===== config.mk =====
export PLATFORM = sky130hd
export DESIGN_NAME = dds_ftw_writer
export DESIGN_NICKNAME = d
export VERILOG_FILES = /design/src/rtl/dds_ftw_writer.sv
export SDC_FILE = /design/constraint.sdc
export NUM_CORES = 1
export LEC_CHECK = 0
export CAP_MARGIN = 15
export CORE_MARGIN = 5
export CORE_UTILIZATION = 50
export DETAILED_ROUTE_END_ITERATION = 8
export GPL_TIMING_DRIVEN = 0
export PLACE_DENSITY = 0.83
export SYNTH_ARGS = -nofsm -noshare
export SYNTH_HDL_FRONTEND = slang
export SYNTH_SLANG_ARGS = --single-unit

===== constraint.sdc =====
create_clock -name fifty_MHz_int -period 3.15 [get_ports fifty_MHz_int]
set_input_delay 0.4725 -clock fifty_MHz_int [delete_from_list [all_inputs] [get_ports fifty_MHz_int]]
set_output_delay 0.4725 -clock fifty_MHz_int [all_outputs]
set_load 0.05 [all_outputs]

===== src/rtl/dds_ftw_writer.sv =====
// dds_ftw_writer: serial master for the DDS frequency tuning word.
// It shifts {INSTR, ftw_in} out MSB first on SDIO/SCLK while CS_N is low,
// then optionally strobes IO_UPDATE before signalling done.
//
// Build option: define DDS_WRITER_AUTO_UPDATE_EN to include the UPDATE state
// and the IO_UPDATE pulse. Without it, IO_UPDATE is tied low and the frame
// ends straight after the final SCLK low phase. In that case a separate
// trigger path applies the word.
//
// Handshake: start is a single-cycle request. It is honoured only while busy=0.
// A start seen while busy=1 is dropped and not queued. done pulses for one
// cycle, with busy still high, when a transfer finishes.
//
// The FSM state is visible as the 'state' signal, which is a typed enum.
// All outputs come straight from flops. The flops are loaded from the
// next-state view, so each output lines up with the state it belongs to.
module dds_ftw_writer #(
    parameter int unsigned CLK_DIV = 5,
    parameter logic [7:0]  INSTR   = 8'h03
) (
    input  logic        fifty_MHz_int,
    input  logic        reset,
    input  logic        start,
    input  logic [31:0] ftw_in,
    output logic        busy,
    output logic        done,
    output logic        SCLK,
    output logic        SDIO,
    output logic        CS_N,
    output logic        IO_UPDATE
);

    typedef enum logic [2:0] {
        S_IDLE    = 3'd0,
        S_SETUP   = 3'd1,
        S_SCLK_HI = 3'd2,
        S_SCLK_LO = 3'd3,
        S_UPDATE  = 3'd4,
        S_DONE    = 3'd5
    } state_t;

    localparam logic [7:0] DIV_LOAD = 8'(CLK_DIV - 1);
    localparam logic [5:0] NUM_BITS = 6'd40;

    state_t      state;
    state_t      state_next;
    logic [7:0]  div_cnt;
    logic [7:0]  div_cnt_next;
    logic [5:0]  bit_cnt;
    logic [5:0]  bit_cnt_next;
    logic [39:0] shreg;
    logic [39:0] shreg_next;
    logic        phase_end;

    logic        sclk_d;
    logic        sdio_d;
    logic        cs_n_d;
    logic        busy_d;
    logic        done_d;
    logic        io_update_d;

    // The current SCLK phase has run its full CLK_DIV cycles.
    assign phase_end = (div_cnt == 8'd0);

    // State register together with the divide counter, bit counter and shift register.
    always_ff @(posedge fifty_MHz_int) begin
        if (reset) begin
            state   <= S_IDLE;
            div_cnt <= 8'd0;
            bit_cnt <= 6'd0;
            shreg   <= 40'd0;
        end else begin
            state   <= state_next;
            div_cnt <= div_cnt_next;
            bit_cnt <= bit_cnt_next;
            shreg   <= shreg_next;
        end
    end

    // Next-state and datapath updates. The divide counter reloads at every phase boundary.
    always_comb begin
        state_next   = state;
        div_cnt_next = phase_end ? DIV_LOAD : (div_cnt - 8'd1);
        bit_cnt_next = bit_cnt;
        shreg_next   = shreg;
        case (state)
            S_IDLE: begin
                div_cnt_next = DIV_LOAD;
                if (start) begin
                    state_next   = S_SETUP;
                    shreg_next   = {INSTR, ftw_in};
                    bit_cnt_next = 6'd0;
                end
            end
            S_SETUP: begin
                if (phase_end) begin
                    state_next = S_SCLK_HI;
                end
            end
            S_SCLK_HI: begin
                // Leaving a high phase counts one bit and presents the next one.
                if (phase_end) begin
                    state_next   = S_SCLK_LO;
                    bit_cnt_next = bit_cnt + 6'd1;
                    shreg_next   = {shreg[38:0], 1'b0};
                end
            end
            S_SCLK_LO: begin
                if (phase_end) begin
                    if (bit_cnt == NUM_BITS) begin
`ifdef DDS_WRITER_AUTO_UPDATE_EN
                        state_next = S_UPDATE;
`else
                        state_next = S_DONE;
`endif
                    end else begin
                        state_next = S_SCLK_HI;
                    end
                end
            end
            S_UPDATE: begin
                if (phase_end) begin
                    state_next = S_DONE;
                end
            end
            S_DONE: begin
                div_cnt_next = DIV_LOAD;
                state_next   = S_IDLE;
            end
            default: begin
                state_next = S_IDLE;
            end
        endcase
    end

    // Output decode from the upcoming state. After the 40th bit, SDIO is held at 0 during the hold phase.
    always_comb begin
        sclk_d      = (state_next == S_SCLK_HI);
        cs_n_d      = !(state_next inside {S_SETUP, S_SCLK_HI, S_SCLK_LO});
        sdio_d      = 1'b0;
        if (!cs_n_d && (bit_cnt_next != NUM_BITS)) begin
            sdio_d = shreg_next[39];
        end
        busy_d      = (state_next != S_IDLE);
        done_d      = (state_next == S_DONE);
        io_update_d = (state_next == S_UPDATE);
    end

    // Output flops. Reset puts the serial port in its idle condition.
    always_ff @(posedge fifty_MHz_int) begin
        if (reset) begin
            SCLK <= 1'b0;
            SDIO <= 1'b0;
            CS_N <= 1'b1;
            busy <= 1'b0;
            done <= 1'b0;
        end else begin
            SCLK <= sclk_d;
            SDIO <= sdio_d;
            CS_N <= cs_n_d;
            busy <= busy_d;
            done <= done_d;
        end
    end

`ifdef DDS_WRITER_AUTO_UPDATE_EN
    // IO_UPDATE strobe flop.
    always_ff @(posedge fifty_MHz_int) begin
        if (reset) begin
            IO_UPDATE <= 1'b0;
        end else begin
            IO_UPDATE <= io_update_d;
        end
    end
`else
    // The word is applied elsewhere. io_update_d stays low because UPDATE is never entered.
    assign IO_UPDATE = io_update_d & 1'b0;
`endif

endmodule


==> results.rst, run 1 <==
.. list-table::
   :header-rows: 1

   * - Metric
     - Value
   * - Post-Synthesis Net Count
     - between 300 and 400
   * - Via count of the first global-routing pass
     - between 2,000 and 2,500
   * - Finished layout cell area
     - roughly 3200 µm²
   * - TritonCTS clock tree
     - built
   * - First-pass GRT wire length
     - 9620 µm
   * - RSZ-0062 raised after global routing
     - false
   * - Setup CP Type
     - flop to flop
   * - Proportion of layout cells with a drive suffix above 1
     - 0.107
   * - DIE AREA
     - around 6600 µm²
   * - Register area
     - approximately 1200 µm²
   * - Arrival time of the worst setup path
     - approximately 2.6 ns
   * - Cell Rows
     - 26
   * - Seq cells post-synth
     - 62
   * - Dominant cell by count in the synthesized netlist
     - sky130_fd_sc_hd__dfxtp_1
   * - R2r worst-path depth
     - 7
   * - RePlAce Congestion
     - 0.913
   * - Vias per inst
     - 5.80
   * - Buffer type at the clock tree root
     - sky130_fd_sc_hd__clkbuf_8
   * - Skew-Pair Late Insertion Delay
     - about 0.34 ns
   * - HP Class
     - flop to flop
   * - Sequential cell area fraction in the yosys report
     - 0.487
   * - IO Port Bufs
     - 38
   * - Slew Viols, Final
     - 0
   * - Max clock buf depth
     - 2
   * - Routed wirelength normalized by instance count
     - approximately 15 µm
   * - Max frequency
     - approximately 400 MHz
   * - Pin count of the biggest net entering global routing
     - 12
   * - Number of antenna violations at the first check in global routing
     - 0
   * - Synth unique cells
     - 47
   * - Area delta synth->final
     - 25.6%
   * - Number of clock sinks
     - 62
   * - DRT iter0 DRCs
     - 232
   * - Routed WL
     - 5760 µm
   * - Clock period minus final worst setup slack
     - approximately 2.4 ns
   * - CTS clock-pin slew for the worst setup and hold paths
     - 0.06 ns
   * - Power per unit of standard cell area
     - 657 nW/µm²
   * - Top FF cell, synth
     - sky130_fd_sc_hd__dfxtp_1
   * - Worst slew pin tran
     - between 0.7 and 0.8 ns
   * - Max H-tree Level
     - 3
   * - Average size of a mapped cell
     - 9.37 µm²
   * - Hold depth
     - 1
   * - Number of top-level pins
     - 41
   * - Worst Path Required
     - 3.35 ns
   * - Worst-path fanout max
     - 5
   * - Area of the mapped netlist
     - between 2000 and 3000 µm²
   * - Die width
     - roughly 81 µm
   * - Nets@finish
     - 360
   * - Area of the core
     - just over 5000 µm²
   * - Count of flip-flops with a built-in enable after synthesis
     - 0
   * - Antenna cells
     - 0
   * - Fin crit share
     - 0.775
   * - Routed vias
     - around 2,300
   * - Overall die height
     - around 81 µm
   * - Total cell area at the placement stage
     - roughly 3000 µm²
   * - Synth Warn #
     - 0
   * - Gate count of the mapped netlist
     - 272
   * - Final hold viol count
     - 0
   * - Number of buffers inserted during clock tree synthesis
     - 9
   * - Worst clock skew
     - 0.00899 ns
   * - Post-CTS Setup Inserts
     - 0
   * - Relative max-transition margin
     - 0.525
   * - Pre-Repair DR Iteration Count
     - 6
   * - Final standard cell utilization of the core
     - 0.635
   * - Total negative slack for setup checks
     - 0 ns
   * - Remaining antenna violation count
     - 0
   * - Cell taking the most area after synthesis
     - sky130_fd_sc_hd__dfxtp_1
   * - Count of instances resized after the clock tree is built
     - 0
   * - Number of placed instances, taps included
     - 380
   * - Non-filler cells, final
     - 396
   * - Total gr overflow
     - 0
   * - Main area contributors after synthesis
     - sky130_fd_sc_hd__dfxtp_1 (49%), sky130_fd_sc_hd__a222oi_1 (12%), sky130_fd_sc_hd__nor2_1 (8.4%)
   * - Hold slack
     - about 0.46 ns
   * - Number of max-cap violations
     - 0
   * - # DRC
     - 0
   * - Worst-case register-to-register setup slack
     - roughly 0.71 ns
   * - Asr flop ratio synth
     - 0
   * - Global Route Usage Sum
     - 0.189
   * - Commonest cells in the netlist
     - sky130_fd_sc_hd__dfxtp_1 (62), sky130_fd_sc_hd__nor2_1 (57), sky130_fd_sc_hd__a222oi_1 (31)
   * - Area of combinational cells with multiple inputs
     - between 1000 and 1500 µm²
   * - Peak ir drop on the vdd network
     - 0.363 mV
   * - Final setup fails
     - 0
   * - Startpoint class of the critical path
     - flop
   * - Starting Density
     - 0.505
   * - DP Wirelength
     - around 4100 µm
   * - Layout fillers
     - slightly above 400
   * - Number of buffers inserted by hold repair at cts
     - 0
   * - Kind of end point of the critical path
     - flop
   * - Run status
     - finished clean
   * - Standby leakage power
     - about 1.2 nW
   * - Fraction of synthesized cell area taken by the top area cell type
     - 0.487
==> layout make-up <==
cell class	instances	share of cell area
Sequential cell	62	0.388
Multi-Input combinational cell	183	0.372
Timing Repair Buffer	38	0.119
Clock buffer	11	0.0473
Buffer	22	0.0305
Tap cell	70	0.0274
Clock inverter	5	0.0106
Inverter	5	0.00586
==> per-layer routing <==
layer / share of wire / GRT usage
met1: 0.42 / 0.222
met3: 0.082 / 0.0576
met2: 0.48 / 0.315
met5: 0 / 0
met4: 0.020 / 0.0845
==> path summary, 6_finish.rpt <==
| path | startpoint | endpoint |
|---|---|---|
| hold reg to reg | div_cnt[0]$_SDFF_PP0_ | div_cnt[0]$_SDFF_PP0_ |
| setup reg to reg | div_cnt[0]$_SDFF_PP0_ | SDIO$_SDFF_PP0_ |
| hold / removal | div_cnt[0]$_SDFF_PP0_ | div_cnt[0]$_SDFF_PP0_ |
| setup / recovery | div_cnt[0]$_SDFF_PP0_ | SDIO$_SDFF_PP0_ |
==> power breakdown <==
part	switching, W	internal (W)	total, W	leakage, nW
sequential	0.0000528	0.000868	0.000921	0.507
clock	0.000309	0.000326	0.000636	0.0913
combinational	0.000323	0.000224	0.000547	0.618
==> registers in the layout (all words and copies together) (netlist names) <==
name,count
shreg,40
div_cnt,8
bit_cnt,6
state,3
CS_N,1
SCLK,1
SDIO,1
busy,1
done,1
==> cells by family (layout without fill, tap and decap cells) <==
logic type,Yosys count,after routing,share of synthesized area
flip-flops,62,62,0.487
multiplexers,3,3,0.0123
adder cells (fa/ha/maj),4,4,0.0196
other,1,1,0.00147
XOR/XNOR,5,5,0.0172
buffers and inverters,27,81,0.0457
AO/OA/AOI/OAI,63,63,0.215
AND/OR/NAND/NOR,107,107,0.201
==> stage by stage <==
| step | power [W] | setup slack (ns) |
|---|---|---|
| floorplan | 0.00133 | 1.12 |
| global placement | 0.00146 | 0.541 |
| detailed placement | 0.00148 | 0.491 |
| CTS | 0.00212 | 0.755 |
| global route | 0.00223 | 0.622 |
| finish | 0.00210 | 0.710 |
==> critical path: stages, from the launching register on <==
cell	delay, ns
sky130_fd_sc_hd__dfxtp_1	0.33
sky130_fd_sc_hd__inv_1	0.10
sky130_fd_sc_hd__ha_1	0.17
sky130_fd_sc_hd__or3b_2	0.53
sky130_fd_sc_hd__o21ai_2	0.29
sky130_fd_sc_hd__nand2_1	0.19
sky130_fd_sc_hd__a2111oi_2	0.54
sky130_fd_sc_hd__a41oi_2	0.16
==> layout by cell type, fill, tap and decap left out, types with 5 or more instances in the layout <==
| cell | netlist | layout |
|---|---|---|
| sky130_fd_sc_hd__dfxtp_1 | 62 | 62 |
| sky130_fd_sc_hd__nor2_1 | 57 | 57 |
| sky130_fd_sc_hd__a222oi_1 | 31 | 31 |
| sky130_fd_sc_hd__clkdlybuf4s50_1 | 0 | 38 |
| sky130_fd_sc_hd__buf_2 | 6 | 6 |
| sky130_fd_sc_hd__nand3_1 | 7 | 7 |
| sky130_fd_sc_hd__inv_1 | 5 | 5 |
| sky130_fd_sc_hd__nand2_1 | 9 | 9 |
| sky130_fd_sc_hd__a22oi_1 | 7 | 7 |
| sky130_fd_sc_hd__nor3_1 | 9 | 9 |
| sky130_fd_sc_hd__a21oi_1 | 8 | 8 |
| sky130_fd_sc_hd__clkbuf_8 | 0 | 11 |
| sky130_fd_sc_hd__clkbuf_1 | 13 | 13 |
Power figures use the tool's default switching activity.
==> run 2: changes to the inputs <==
Clock period 3.15 ns to 2.4 ns, I/O delays scaled along.
==> run 2 against run 1 <==
Effect of this change:
- sequential cell count unchanged
- sequential share of layout area shrank 0.42 points
- critical path depth unchanged
- cell count increased by 0.25%
- final area grew 1.1%
- clock-buffer cell count did not move
- worst setup slack worse by 0.61 ns
- die area did not move
- critical path type unchanged
==> results.rst, run 2 (synthesis gave the netlist of run 1 again) <==
.. list-table::
   :header-rows: 1

   * - Metric
     - Value
   * - Starting Density
     - 0.505
   * - Final setup fails
     - 0
   * - Nets@finish
     - between 300 and 400
   * - Total gr overflow
     - 0
   * - Buffer type at the clock tree root
     - sky130_fd_sc_hd__clkbuf_8
   * - CTS clock-pin slew for the worst setup and hold paths
     - 0.07 ns
   * - Remaining antenna violation count
     - 0
   * - TritonCTS clock tree
     - built
   * - Max H-tree Level
     - 3
   * - Number of buffers inserted during clock tree synthesis
     - 9
   * - Number of antenna violations at the first check in global routing
     - 0
   * - Pin count of the biggest net entering global routing
     - 12
   * - Cell Rows
     - 26
   * - Worst-case register-to-register setup slack
     - ~0.098 ns
   * - Largest register FFs
     - 40
   * - Worst slew pin tran
     - approximately 0.80 ns
   * - Routed WL
     - 5860 µm
   * - RePlAce Congestion
     - ~0.91
   * - Fin crit share
     - 0.959
   * - Peak ir drop on the vdd network
     - between 0.4 and 0.5 mV
   * - Standby leakage power
     - 1.23 nW
   * - Register name with the most flops
     - shreg
   * - Final standard cell utilization of the core
     - 0.642
   * - Arrival time of the worst setup path
     - between 2 and 3 ns
   * - Worst-path fanout max
     - 10
   * - Worst Path Required
     - ~2.6 ns
   * - Slew Viols, Final
     - 0
   * - Routed wirelength normalized by instance count
     - between 10 and 15 µm
   * - Proportion of layout cells with a drive suffix above 1
     - 0.113
   * - Number of max-cap violations
     - 0
   * - Worst clock skew
     - between 0.007 and 0.008 ns
   * - DRT iter0 DRCs
     - approximately 250
   * - Global Route Usage Sum
     - 0.189
   * - Layout fillers
     - around 400
   * - Leading cell types in the layout, fill and taps excluded
     - sky130_fd_sc_hd__dfxtp_1 (62), sky130_fd_sc_hd__nor2_1 (57), sky130_fd_sc_hd__clkdlybuf4s50_1 (38)
   * - Number of clock sinks
     - 62
   * - Max frequency
     - between 400 and 500 MHz
   * - Power per unit of standard cell area
     - around 860 nW/µm²
   * - Most common cell after layout, fill and taps aside
     - sky130_fd_sc_hd__dfxtp_1
   * - Number of top-level pins
     - 41
   * - Antenna cells
     - 0
   * - Total negative slack for setup checks
     - 0 ns
   * - Overall die height
     - around 80 µm
   * - Clock period minus final worst setup slack
     - 2.30 ns
   * - DP Wirelength
     - slightly above 4000 µm
   * - Via count of the first global-routing pass
     - around 2,200
   * - First-pass GRT wire length
     - 9620 µm
   * - Run status
     - finished clean
   * - Final hold viol count
     - 0
   * - DIE AREA
     - 6620 µm²
   * - IO Port Bufs
     - 38
   * - Kind of end point of the critical path
     - flop
   * - Area of the core
     - between 5000 and 6000 µm²
   * - Routed vias
     - ~2,300
   * - Startpoint class of the critical path
     - flop
   * - Number of placed instances, taps included
     - 380
   * - # DRC
     - 0
   * - Vias per inst
     - about 5.8
   * - Pre-Repair DR Iteration Count
     - 8
   * - Tot Pwr
     - between 0.002 and 0.003 W
   * - Non-filler cells, final
     - ~400
   * - HP Class
     - input pin to flop
   * - Skew-Pair Late Insertion Delay
     - roughly 0.34 ns
   * - Largest regs
     - shreg: 40 flops, div_cnt: 8 flops, bit_cnt: 6 flops
   * - Die width
     - 81.4 µm
   * - Setup CP Type
     - flop to flop
   * - Max clock buf depth
     - 2
   * - Area delta synth->final
     - 27.0%
   * - Relative max-transition margin
     - 0.465
run 2: changes by cell type in the layout (fill, tap and decap cells not counted), sizes merged:
cell / before / now
clkbuf: 24 / 25
run 2: layout make-up:
cell class / instances / area (µm²) / area share
clock buffer: 11 / 151 / 0.0468
multi-input combinational: 183 / 1210 / 0.375
inverter: 5 / 18.8 / 0.00580
buffer: 22 / 100 / 0.0309
clock inverter: 5 / 33.8 / 0.0104
timing repair buffer: 39 / 388 / 0.120
sequential: 62 / 1240 / 0.384
tap: 70 / 87.6 / 0.0271
run 2: worst paths after layout:
| kind | start | cells past startpoint | to |
|---|---|---|---|
| max | state[1]$_SDFF_PP0_ | 7 | shreg[1]$_SDFFE_PP0P_ |
| min | reset | 2 | bit_cnt[5]$_SDFF_PP0_ |
| min reg2reg | div_cnt[0]$_SDFF_PP0_ | 1 | div_cnt[0]$_SDFF_PP0_ |
| max reg2reg | state[1]$_SDFF_PP0_ | 7 | shreg[1]$_SDFFE_PP0P_ |
run 2: what timing repair did:
item / in CTS / in global routing
endpoints found under the setup margin: 0 / 32
setup buffers: 0 / 1
hold buffers: 0 / 0
gates resized for setup: 0 / 5
run 2: power breakdown:
group	switching [W]	internal [W]	leakage, nW
logic	0.000438	0.000311	0.627
clock network	0.000410	0.000428	0.0913
registers	0.0000704	0.00114	0.507
run 2: stage by stage:
step / worst slack (ns) / area, µm² / hold WS (ns)
global placement: -0.0960 / 3020 / 0.427
CTS: 0.00536 / 3200 / 0.372
finish: 0.0984 / 3240 / 0.377
global route: -0.0530 / 3240 / 0.422
floorplan: 0.369 / 2550 / 0.414
detailed placement: -0.147 / 3020 / 0.442
run 2: per-layer routing:
metal	wire, µm	GRT usage
met1	2630	0.222
met2	2740	0.315
met3	407	0.0576
met4	78	0.0845
met5	0	0
run 2: critical path, stage by stage, from the launching register on:
cell and delay, ns:
sky130_fd_sc_hd__dfxtp_1 0.35, sky130_fd_sc_hd__buf_2 0.22, sky130_fd_sc_hd__nor2_1 0.10, sky130_fd_sc_hd__nor3_1 0.62
sky130_fd_sc_hd__nand2_2 0.23, sky130_fd_sc_hd__buf_2 0.26, sky130_fd_sc_hd__a222oi_1 0.32, sky130_fd_sc_hd__nor2_1 0.08
